==> src/rtl/fetch_pkg.sv <==
// Shared definitions for the instruction fetch unit.
//   fetch_state_e : fetch controller states (BOOT, RUN, ERR)
//   INSTR_W/PC_W  : instruction and program-counter widths
//   PC_INC        : byte step between sequential instructions
package fetch_pkg;

    typedef enum logic [1:0] {
        ST_BOOT = 2'd0,
        ST_RUN  = 2'd1,
        ST_ERR  = 2'd2
    } fetch_state_e;

    localparam int          INSTR_W = 32;
    localparam int          PC_W    = 32;
    localparam logic [31:0] PC_INC  = 32'd4;

endpackage

==> src/rtl/fetch_fifo.sv <==
// Instruction buffer between fetch and decode.
// Ports:
//   clk, rst  : clock, synchronous active-high reset (pointers/count only)
//   push      : write i_wdata at the tail (honoured when not full, or when
//               a pop frees the head slot in the same cycle)
//   pop       : drop the head entry (ignored when empty)
//   flush     : discard all entries; wins over push and pop
//   i_wdata   : entry to write
//   o_rdata   : current head entry (storage read, no combinational input path)
//   full/empty: occupancy flags
module fetch_fifo #(
    parameter int DEPTH  = 2,
    parameter int DATA_W = 64
) (
    input  logic              clk,
    input  logic              rst,
    input  logic              push,
    input  logic              pop,
    input  logic              flush,
    input  logic [DATA_W-1:0] i_wdata,
    output logic [DATA_W-1:0] o_rdata,
    output logic              full,
    output logic              empty
);

    localparam int AW = (DEPTH > 1) ? $clog2(DEPTH) : 1;

    logic [DATA_W-1:0] r_mem [DEPTH];
    logic [AW-1:0]     r_wr_ptr;
    logic [AW-1:0]     r_rd_ptr;
    logic [AW:0]       r_count;
    logic              w_do_push;
    logic              w_do_pop;

    function automatic logic [AW-1:0] ptr_inc(input logic [AW-1:0] p);
        return (p == AW'(DEPTH - 1)) ? '0 : p + 1'b1;
    endfunction

    assign full      = (r_count == (AW + 1)'(DEPTH));
    assign empty     = (r_count == '0);
    assign w_do_pop  = pop && !empty;
    // When full, a simultaneous pop frees the slot the write pointer sits on.
    assign w_do_push = push && (!full || w_do_pop);
    assign o_rdata   = r_mem[r_rd_ptr];

    always_ff @(posedge clk) begin
        if (rst || flush) begin
            r_wr_ptr <= '0;
            r_rd_ptr <= '0;
            r_count  <= '0;
        end else begin
            if (w_do_push) r_wr_ptr <= ptr_inc(r_wr_ptr);
            if (w_do_pop)  r_rd_ptr <= ptr_inc(r_rd_ptr);
            if (w_do_push && !w_do_pop)
                r_count <= r_count + 1'b1;
            else if (!w_do_push && w_do_pop)
                r_count <= r_count - 1'b1;
        end
    end

    // Storage is data only; validity is tracked by the pointers above.
    always_ff @(posedge clk) begin
        if (w_do_push) r_mem[r_wr_ptr] <= i_wdata;
    end

endmodule

==> src/rtl/fetch_unit.sv <==
// Instruction fetch unit: drives a tagless instruction memory, filters
// responses by comparing the registered address against the current fetch
// PC, buffers {pc, instr} pairs and hands them to decode.
// Ports:
//   clk, rst        : clock, synchronous active-high reset
//   imem_pc         : memory byte address (fetch PC modulo IMEM_BYTES)
//   imem_rdy/instr  : one-cycle response for the previous cycle's imem_pc
//   redirect_valid/pc : branch/jump redirect (misaligned target -> ERR)
//   if_valid/ready  : decode handshake on the buffer head
//   if_instr/if_pc  : head instruction and its full 32-bit PC
//   fetch_err       : sticky misaligned-redirect flag
module fetch_unit
    import fetch_pkg::*;
#(
    parameter logic [31:0] RESET_PC   = 32'h0000_0000,
    parameter int          IMEM_BYTES = 32,
    parameter int          DEPTH      = 2
) (
    input  logic               clk,
    input  logic               rst,
    output logic [PC_W-1:0]    imem_pc,
    input  logic               imem_rdy,
    input  logic [INSTR_W-1:0] imem_instr,
    input  logic               redirect_valid,
    input  logic [PC_W-1:0]    redirect_pc,
    output logic               if_valid,
    input  logic               if_ready,
    output logic [INSTR_W-1:0] if_instr,
    output logic [PC_W-1:0]    if_pc,
    output logic               fetch_err
);

    localparam logic [PC_W-1:0] PC_MASK = PC_W'(IMEM_BYTES - 1);

    fetch_state_e                r_state;
    fetch_state_e                w_state_nxt;
    logic [PC_W-1:0]             r_fetch_pc;
    logic [PC_W-1:0]             r_pc_d1;
    logic                        r_fetch_err;
    logic                        w_redir_ok;
    logic                        w_redir_bad;
    logic                        w_pop;
    logic                        w_accept;
    logic                        w_full;
    logic                        w_empty;
    logic [PC_W+INSTR_W-1:0]     w_head;

    assign imem_pc     = r_fetch_pc & PC_MASK;
    assign w_redir_ok  = redirect_valid && (redirect_pc[1:0] == 2'b00);
    assign w_redir_bad = redirect_valid && (redirect_pc[1:0] != 2'b00);

    always_ff @(posedge clk) begin
        if (rst) r_state <= ST_BOOT;
        else     r_state <= w_state_nxt;
    end

    always_comb begin
        w_state_nxt = r_state;
        w_pop       = 1'b0;
        w_accept    = 1'b0;
        unique case (r_state)
            ST_BOOT: w_state_nxt = w_redir_bad ? ST_ERR : ST_RUN;
            ST_RUN: begin
                if (w_redir_bad) w_state_nxt = ST_ERR;
                w_pop    = !w_empty && if_ready && !redirect_valid;
                // The memory has no request tag: a response belongs to us
                // only if the address it was fetched for is still current.
                w_accept = imem_rdy && (r_pc_d1 == imem_pc) && !redirect_valid &&
                           (!w_full || w_pop);
            end
            ST_ERR:  if (w_redir_ok) w_state_nxt = ST_RUN;
            default: w_state_nxt = ST_BOOT;
        endcase
    end

    always_ff @(posedge clk) begin
        if (rst) begin
            r_fetch_pc  <= RESET_PC;
            r_pc_d1     <= RESET_PC & PC_MASK;
            r_fetch_err <= 1'b0;
        end else begin
            r_pc_d1 <= imem_pc;
            if (w_redir_ok) begin
                r_fetch_pc  <= redirect_pc;
                r_fetch_err <= 1'b0;
            end else if (w_redir_bad) begin
                r_fetch_err <= 1'b1;
            end else if (w_accept) begin
                r_fetch_pc <= r_fetch_pc + PC_INC;
            end
        end
    end

    fetch_fifo #(
        .DEPTH  (DEPTH),
        .DATA_W (PC_W + INSTR_W)
    ) u_fifo (
        .clk     (clk),
        .rst     (rst),
        .push    (w_accept),
        .pop     (w_pop),
        .flush   (redirect_valid),
        .i_wdata ({r_fetch_pc, imem_instr}),
        .o_rdata (w_head),
        .full    (w_full),
        .empty   (w_empty)
    );

    // Head fields read as zero while the buffer holds nothing valid.
    assign if_valid  = !w_empty;
    assign if_pc     = w_empty ? '0 : w_head[PC_W+INSTR_W-1:INSTR_W];
    assign if_instr  = w_empty ? '0 : w_head[INSTR_W-1:0];
    assign fetch_err = r_fetch_err;

endmodule
==> config.mk <==
export PLATFORM = sky130hd
export DESIGN_NAME = fetch_unit
export DESIGN_NICKNAME = d
export VERILOG_FILES = /design/src/rtl/fetch_pkg.sv /design/src/rtl/fetch_fifo.sv /design/src/rtl/fetch_unit.sv
export SDC_FILE = /design/constraint.sdc
export NUM_CORES = 1
export LEC_CHECK = 0
export BUFFER_PORTS_ARGS = -buffer_cell sky130_fd_sc_hd__buf_2
export CAP_MARGIN = 25
export CORE_ASPECT_RATIO = 0.9
export CORE_UTILIZATION = 30
export CTS_CLUSTER_SIZE = 10
export DETAILED_ROUTE_END_ITERATION = 8
export PLACE_DENSITY_LB_ADDON = 0.2
export SYNTH_ARGS = -nofsm -noshare
export SYNTH_HDL_FRONTEND = slang
export SYNTH_SLANG_ARGS = --single-unit
==> constraint.sdc <==
create_clock -name clk -period 11.9 [get_ports clk]
set_input_delay 1.19 -clock clk [delete_from_list [all_inputs] [get_ports clk]]
set_output_delay 1.19 -clock clk [all_outputs]
set_load 0.01 [all_outputs]
==> results of run 1 <==
[stage by stage]
stage          total power [mW]  hold slack, ps  instances    util  area (sq um)
6_report                  1.242           491.8       1041  0.3659          8900
5_1_grt                   1.294           518.5       1041  0.3659          8900
2_1_floorplan            0.7255           439.6        618       -          7555
4_1_cts                   1.258           495.4       1041  0.3659          8900
3_5_place_dp             0.7483           471.1       1010  0.3439          8366
3_3_place_gp             0.7465           469.8       1009  0.3428          8338
[layout make-up]
type / count / area, sq um
Fill cell: 2390 / 15420
Sequential cell: 173 / 4748
Multi-Input combinational cell: 374 / 2434
Timing Repair Buffer: 145 / 760.7
Clock buffer: 17 / 425.4
Tap cell: 308 / 385.4
Clock inverter: 14 / 108.9
Inverter: 10 / 37.54
[Yosys cell counts (2+ instances only)]
cell type	instances	area share
or3_1	7	0.0059
nand4_1	6	0.0050
ha_1	2	0.0034
xor2_1	6	0.0070
nand3b_1	2	0.0020
nand2b_1	2	0.0017
edfxtp_1	128	0.52
nand2_1	12	0.0060
nor2_1	103	0.052
nand4_2	2	0.0034
clkbuf_1	19	0.0096
o21ai_0	13	0.0087
mux2i_1	66	0.089
dfxtp_1	45	0.12
a211oi_1	8	0.0081
and2_1	6	0.0050
buf_1	6	0.0030
nor4_1	6	0.0050
and3_1	4	0.0034
o31ai_1	7	0.0070
buf_2	4	0.0027
buf_4	32	0.032
or4_1	7	0.0070
a311oi_1	16	0.019
xnor2_1	13	0.015
o221ai_1	2	0.0023
nand4bb_1	2	0.0030
nor2b_1	9	0.0075
a21oi_1	2	0.0013
nor3_1	13	0.0087
nand3_1	12	0.0081
or3_2	2	0.0020
inv_1	10	0.0050
[layer usage]
| metal | GRT usage | up-vias | share of wire |
|---|---|---|---|
| met5 | 0 | - | 0 |
| met4 | 0.04182 | 0 | 0.010 |
| met1 | 0.1836 | 2316 | 0.47 |
| met2 | 0.2183 | 152 | 0.46 |
| met3 | 0.03714 | 12 | 0.054 |
| li1 | - | 2383 | - |
[worst paths after layout]
check / startpoint / end / slack, ps / cells past startpoint
setup reg to reg: r_fetch_pc[1] / u_fifo.r_mem[1][3] / 9020 / 4
setup / recovery: u_fifo.r_count[1] / if_valid / 8460 / 4
hold reg to reg: fetch_err / fetch_err / 490 / 2
hold / removal: fetch_err / fetch_err / 490 / 2
[flip-flops by register name (all words and copies together), names as in the netlist, named ones only]
| register | count |
|---|---|
| r_pc_d1 | 5 |
| r_state | 2 |
| u_fifo.r_count | 2 |
| fetch_err | 1 |
| u_fifo.r_wr_ptr | 1 |
| r_fetch_pc | 32 |
| u_fifo.r_mem | 128 |
| u_fifo.r_rd_ptr | 1 |
[power breakdown]
part | leakage [nW] | internal (mW) | switching [mW]
Sequential | 1.50 | 0.659 | 0.0130
Combinational | 1.42 | 0.0249 | 0.0376
Clock | 0.257 | 0.270 | 0.238
Total | 3.17 | 0.954 | 0.288
[logic make-up (layout without fill, tap and decap cells)]
group	count (synthesis)	after routing
AO/OA/AOI/OAI	55	55
XOR/XNOR	19	19
adder cells (fa/ha/maj)	2	2
buffers and inverters	71	186
flip-flops	173	173
multiplexers	67	67
other	1	27
AND/OR/NAND/NOR	204	204
[critical path, stage by stage, from the launching register on]
cell and delay (ps):
dfxtp_1 360, nor2_4 560, buf_4 560, inv_1 170
buf_2 180
==> flow_summary.yaml, run 1 <==
timing:
  slew_viol_final: 0
  grt_setup_unrepaired: "no"
  relSlewSlack: 0.3686
  period_needed_ps: 3441
  max_slew.worst_pin.slew_ps: 947.1
  fmax_mhz: 290.6
  timing.final.ws_setup_ps: 8459
  finClkSkew_ps: 9.044
  timing.final.crit_share: 0.2892
  fin_setup_tns_ps: 0
  hold_violations: 0
  setup_viol: 0
cells_and_area:
  final_common_cell: "buf_2"
  area_delta_synth_final_pct: 19.35
  drive_gt1_frac: 0.2592
  mostFrequentLayoutCells: "139 x buf_2, 128 x edfxtp_1, 102 x nor2_1"
  antennaDiodeCount: 0
  nets: 792
synth:
  synth-async-reset-ratio: 0
  synth_cell_types: 51
  ys.flop_type: "edfxtp_1"
  syn_avg_cell_area_sq_um: 12.60
  yosysWarnings: 0
  synth-simple-area-share: 0.1406
  syn-instance-count: 592
  synthMuxAreaShare: 0.09010
  yosysSeqAreaShare: 0.6362
  synth_top_family_by_area: "simple AND/OR/NAND/NOR gates"
  synth_enable_flop_cells: 128
  synthAdderAreaFrac: 0.003356
  synthesis.area_sq_um: 7457
  synth_compound_area_frac: 0.05436
  ys_seq_elements: 173
  synth_xor_area_frac: 0.02232
pwr:
  ir_drop_uv: 58.86
  power_leakage_nw: 3.174
  cellPowerDensity_nw_per_um2: 139.6
clock_tree:
  post_cts_buffers: 0
  cts_htree_levels: 4
  cts_made_buffers: 17
  clk_latency_ps: 420
  cts_root_buffer: "clkbuf_16"
  clock-sinks: 173
  cts_hold_buf: 0
  cts.reportedPaths.clkPinSlew_ps: 60
  cts_tree: "done"
  clk_path_buf_depth: 2
  cts_resized: 0
critical_path:
  worstSetupPathType: "register to output pin"
  critPathLaunchType: "register"
  worst-endpoint-required_ps: 10710
  critPathMaxFanout: 41
  cp.arrival_ps: 2250
  endpoint_kind: "output pin"
global_routing:
  grt_max_degree: 65
  grt_use_total: 0.1374
  first_global_vias: 4775
  grt_pass1_wl_um: 26100
  antenna_found_initial: 0
  grt-ovfl-total: 0
status:
  status: "finished clean"
floorplanning:
  placementRows: 54
  core_sq_um: 24320
  die-area_sq_um: 25490
  die_y_um: 151.6
  die_x_um: 168.2
  start_util: 0.3066
  io_pins: 167
detailed_routing:
  postRouteAntennaNets: 0
  vias_per_cell: 4.671
  routedWlPerCell_um: 16.37
  wirelength_um: 17040
  drt_drc_violations_left: 0
  drt_iter0_drc: 298
  drt_first_pass_iters: 6
  vias: 4863
min_path:
  min_path_type: "register to register"
placed_design:
  place.gp.congestion: 0.7857
  port_buffers: 139
  place_hpwl_um: 11480
  pre_cts_ws_ps: 8064
flow_run:
  drv_cap: 0
Note: power is estimated with default switching activity, not from simulation.
==> inputs of run 2 (changes only) <==
Clock period 11.9 ns to 3.05 ns, I/O delays scaled along.
==> flow_summary.yaml, run 2 (synthesis results as in run 1) <==
timing:
  hold_violations: 0
  finClkSkew_ps: 10.05
  max_slew.worst_pin.slew_ps: 739.3
  timing.final.crit_share: 0.8050
  relSlewSlack: 0.5050
  slew_viol_final: 0
  fmax_mhz: 407.3
  grt_setup_unrepaired: "no"
  setup_viol: 0
  fin_setup_tns_ps: 0
  fin_hold_ws_ps: 74.45
  period_needed_ps: 2455
  timing.final.ws_setup_ps: 594.7
global_routing:
  antenna_found_initial: 0
  grt-ovfl-total: 0
  grt_max_degree: 65
  grt_pass1_wl_um: 27300
  first_global_vias: 4906
  grt_use_total: 0.1428
min_path:
  hold_end: "u_fifo.r_mem[0][6]"
  hp-start: "imem_instr[6]"
  min_path_type: "primary input to register"
  holdPathStages: 1
floorplanning:
  die_x_um: 168.2
  die_y_um: 151.6
  core_sq_um: 24320
  start_util: 0.3066
  io_pins: 167
  placementRows: 54
  die-area_sq_um: 25490
placed_design:
  place_inst: 1015
  place_area_sq_um: 8414
  place.gp.congestion: 0.8494
  port_buffers: 139
  pre_cts_ws_ps: 578.2
  place_hpwl_um: 11810
detailed_routing:
  routedWlPerCell_um: 16.77
  wirelength_um: 17560
  drt_iter0_drc: 301
  drt_first_pass_iters: 4
  drt_drc_violations_left: 0
  vias: 4898
  postRouteAntennaNets: 0
  vias_per_cell: 4.678
clock_tree:
  clk_path_buf_depth: 2
  cts.reportedPaths.clkPinSlew_ps: 70
  cts_resized: 0
  cts_tree: "done"
  cts_hold_buf: 0
  cts_htree_levels: 4
  clk_latency_ps: 420
  post_cts_buffers: 0
  cts_made_buffers: 17
  cts_root_buffer: "clkbuf_16"
  clock-sinks: 173
cells_and_area:
  reg.largest.list: "u_fifo.r_mem (128), r_fetch_pc (32), r_pc_d1 (5)"
  final_cells: 1047
  final.fill_count: 2419
  final_common_cell: "buf_2"
  largest_reg_flops: 128
  area_delta_synth_final_pct: 20.72
  top_register: "u_fifo.r_mem"
  design_area_sq_um: 9002
  mostFrequentLayoutCells: "139 x buf_2, 128 x edfxtp_1, 102 x nor2_1"
  nets: 797
  antennaDiodeCount: 0
  drive_gt1_frac: 0.2652
  final_core_utilization: 0.3701
critical_path:
  cp.arrival_ps: 2790
  timing.rr.end: "r_fetch_pc[18]"
  crit_chain: "ha_1 > nand3_1 > nor2_1 > nand4_2 > or4_1 > a311oi_1"
  endpoint_kind: "register"
  critPathLaunchType: "register"
  reg2reg_setup_slack_ps: 590
  critPathMaxFanout: 15
  worst-endpoint-required_ps: 3380
  r2r-start: "r_fetch_pc[2]"
  critPathMaxStageDelay_ps: 590
  reg2regPathDepth: 6
  worstSetupPathType: "register to register"
  critPathSlowestCell: "or4_1"
pwr:
  ir_drop_uv: 303.1
  cellPowerDensity_nw_per_um2: 559.7
  power.total_mw: 5.039
  power_leakage_nw: 3.223
flow_run:
  drv_cap: 0
status:
  status: "finished clean"
[run 2: cell count changes in the layout (fill, tap and decap cells not counted), sizes merged]
cell and change:
bufinv +2, buf +5, clkinv -2, clkbuf +1
[run 2: how the worst max path moves through the flow]
stage,from,to,slack [ps],cells past startpoint
floorplan,r_fetch_pc[2],u_fifo.r_mem[0][0],8,4
global placement,redirect_valid,r_fetch_pc[19],620,6
detailed placement,redirect_valid,r_fetch_pc[19],580,6
CTS,register,if_pc[29],590,4
global route,r_fetch_pc[2],r_fetch_pc[26],330,6
finish,r_fetch_pc[2],r_fetch_pc[18],590,6
[run 2: routing by layer]
| metal | GRT usage | vias to the layer above | wire length [um] |
|---|---|---|---|
| li1 | - | 2392 | - |
| met1 | 0.1863 | 2348 | 8319 |
| met2 | 0.2317 | 147 | 8191 |
| met3 | 0.04078 | 11 | 875 |
| met4 | 0.04136 | 0 | 174 |
| met5 | 0 | - | 0 |
[run 2: worst max-delay path: cells and delay by family, from the launching register on]
kind | cells | cell delay, ps
simple gates | 4 | 1270
compound gates | 1 | 250
flops | 1 | 580
fa+ha+maj | 1 | 260
[run 2: cell type report]
class / count / area [sq um] / share of cell area
flip-flops and latches: 173 / 4748 / 0.5274
clock buffers: 18 / 429.2 / 0.04767
well taps: 308 / 385.4 / 0.04281
inverters: 10 / 37.54 / 0.004170
clock inverters: 14 / 158.9 / 0.01765
repair buffers: 150 / 803.3 / 0.08923
multi-input cells: 374 / 2440 / 0.2710
[run 2: power by group]
part | switching, mW | internal [mW]
clock network | 0.937 | 1.23
registers | 0.0511 | 2.57
logic | 0.150 | 0.100
total | 1.14 | 3.90
==> inputs of run 3 (changes only) <==
Clock period 3.05 ns to 2.1 ns, I/O delays scaled along.
==> flow_summary.yaml, run 3 (synthesis results as in run 1) <==
min_path:
  min_path_type: "primary input to register"
timing:
  period_needed_ps: 2028
  max_slew.worst_pin.slew_ps: 571.7
  fmax_mhz: 493.2
  finClkSkew_ps: 8.631
  grt_setup_unrepaired: "yes"
  fin_hold_ws_ps: 74.49
  hold_violations: 0
  relSlewSlack: 0.6179
  fin_setup_tns_ps: 0
  timing.final.crit_share: 0.9656
  timing.final.ws_setup_ps: 72.28
  setup_viol: 0
  slew_viol_final: 0
pwr:
  power_leakage_nw: 3.660
  ir_drop_uv: 509.8
  cellPowerDensity_nw_per_um2: 761.6
clock_tree:
  cts_made_buffers: 17
  cts_tree: "done"
  clk_path_buf_depth: 2
  clk_latency_ps: 430
  clock-sinks: 173
  cts.reportedPaths.clkPinSlew_ps: 70
  cts_root_buffer: "clkbuf_16"
  cts_htree_levels: 4
detailed_routing:
  vias_per_cell: 4.657
  met3_length_um: 980
  wl_met2_um: 8450
  postRouteAntennaNets: 0
  wirelength_um: 18180
  drt-met1-wl_um: 8546
  routedWlPerCell_um: 16.05
  vias: 5276
  drt_iter0_drc: 218
  maxUsedRoutingLayer: "met4"
  drt_drc_violations_left: 0
  drt_first_pass_iters: 4
floorplanning:
  io_pins: 167
  die_y_um: 151.6
  placementRows: 54
  core_sq_um: 24320
  die-area_sq_um: 25490
  start_util: 0.3066
  die_x_um: 168.2
cells_and_area:
  reg.largest.list: "u_fifo.r_mem (128), r_fetch_pc (32), r_pc_d1 (5)"
  final_core_utilization: 0.4071
  design_area_sq_um: 9902
  nets: 883
  largest_reg_flops: 128
  top_register: "u_fifo.r_mem"
  final_common_cell: "buf_2"
  drive_gt1_frac: 0.3115
  antennaDiodeCount: 0
  area_delta_synth_final_pct: 32.79
  final.fill_count: 2369
  mostFrequentLayoutCells: "139 x buf_2, 128 x edfxtp_1, 101 x nor2_1"
global_routing:
  antenna_found_initial: 0
  grt_pass1_wl_um: 27300
  first_global_vias: 5074
  grt_max_degree: 65
  grt_use_total: 0.1428
  grt-ovfl-total: 0
critical_path:
  cp.arrival_ps: 2370
  critPathLaunchType: "register"
  reg2reg_setup_slack_ps: 70
  worst-endpoint-required_ps: 2440
  critPathMaxFanout: 9
  worstSetupPathType: "register to register"
  endpoint_kind: "register"
status:
  status: "finished clean"
placed_design:
  place_area_sq_um: 8813
  place.gp.congestion: 0.8358
  place_hpwl_um: 12310
  port_buffers: 139
  pre_cts_ws_ps: -34.40
flow_run:
  drv_cap: 0
## run 3: cell type report
cell class / count / area, sq um / share of cell area
Clock inverter: 13 / 177.7 / 0.01794
Timing Repair Buffer: 236 / 1629 / 0.1645
Sequential cell: 173 / 4751 / 0.4798
Clock buffer: 19 / 432.9 / 0.04372
Tap cell: 308 / 385.4 / 0.03892
Multi-Input combinational cell: 374 / 2489 / 0.2513
Inverter: 10 / 37.54 / 0.003791
## run 3: power breakdown
| part | leakage (nW) | internal, mW | switching, mW |
|---|---|---|---|
| combinational | 1.87 | 0.230 | 0.262 |
| sequential | 1.50 | 3.74 | 0.0480 |
| clock | 0.291 | 1.90 | 1.36 |
## run 3: path summary, 6_finish.rpt
path,from,end,depth (start not counted)
worst max register to register,r_pc_d1[1],r_fetch_pc[19],6
worst max-delay path,r_pc_d1[1],r_fetch_pc[19],6
worst min register to register,fetch_err,fetch_err,2
worst min-delay path,redirect_pc[4],r_fetch_pc[4],3
## run 3: per-layer routing
layer / global-route usage / vias to the layer above
met5: 0 / -
met4: 0.04273 / 0
met3: 0.02909 / 14
met2: 0.2335 / 170
met1: 0.1916 / 2522
li1: - / 2570
## run 3: what timing repair did
item / CTS / global route
hold buffers: 32 / 0
hold endpoints to repair: 64 / 0
setup buffers: 0 / 11
resized for setup: 0 / 10
gates cloned: 0 / 1
pin swaps: 0 / 4
setup endpoints to repair: 2 / 15
## run 3: per-stage QoR
stage / instances / total power [mW]
6_report: 1133 / 7.541
5_1_grt: 1133 / 7.830
4_1_cts: 1121 / 7.632
3_5_place_dp: 1057 / 4.303
3_3_place_gp: 1057 / 4.291
2_1_floorplan: 618 / 4.115
## run 3: critical path, cell delays in order (launching register included)
cell and delay (ps):
dfxtp_1 320, xor2_2 210, nor4_4 360, nand4_2 180
buf_8 170, or4_1 490, a311oi_2 210
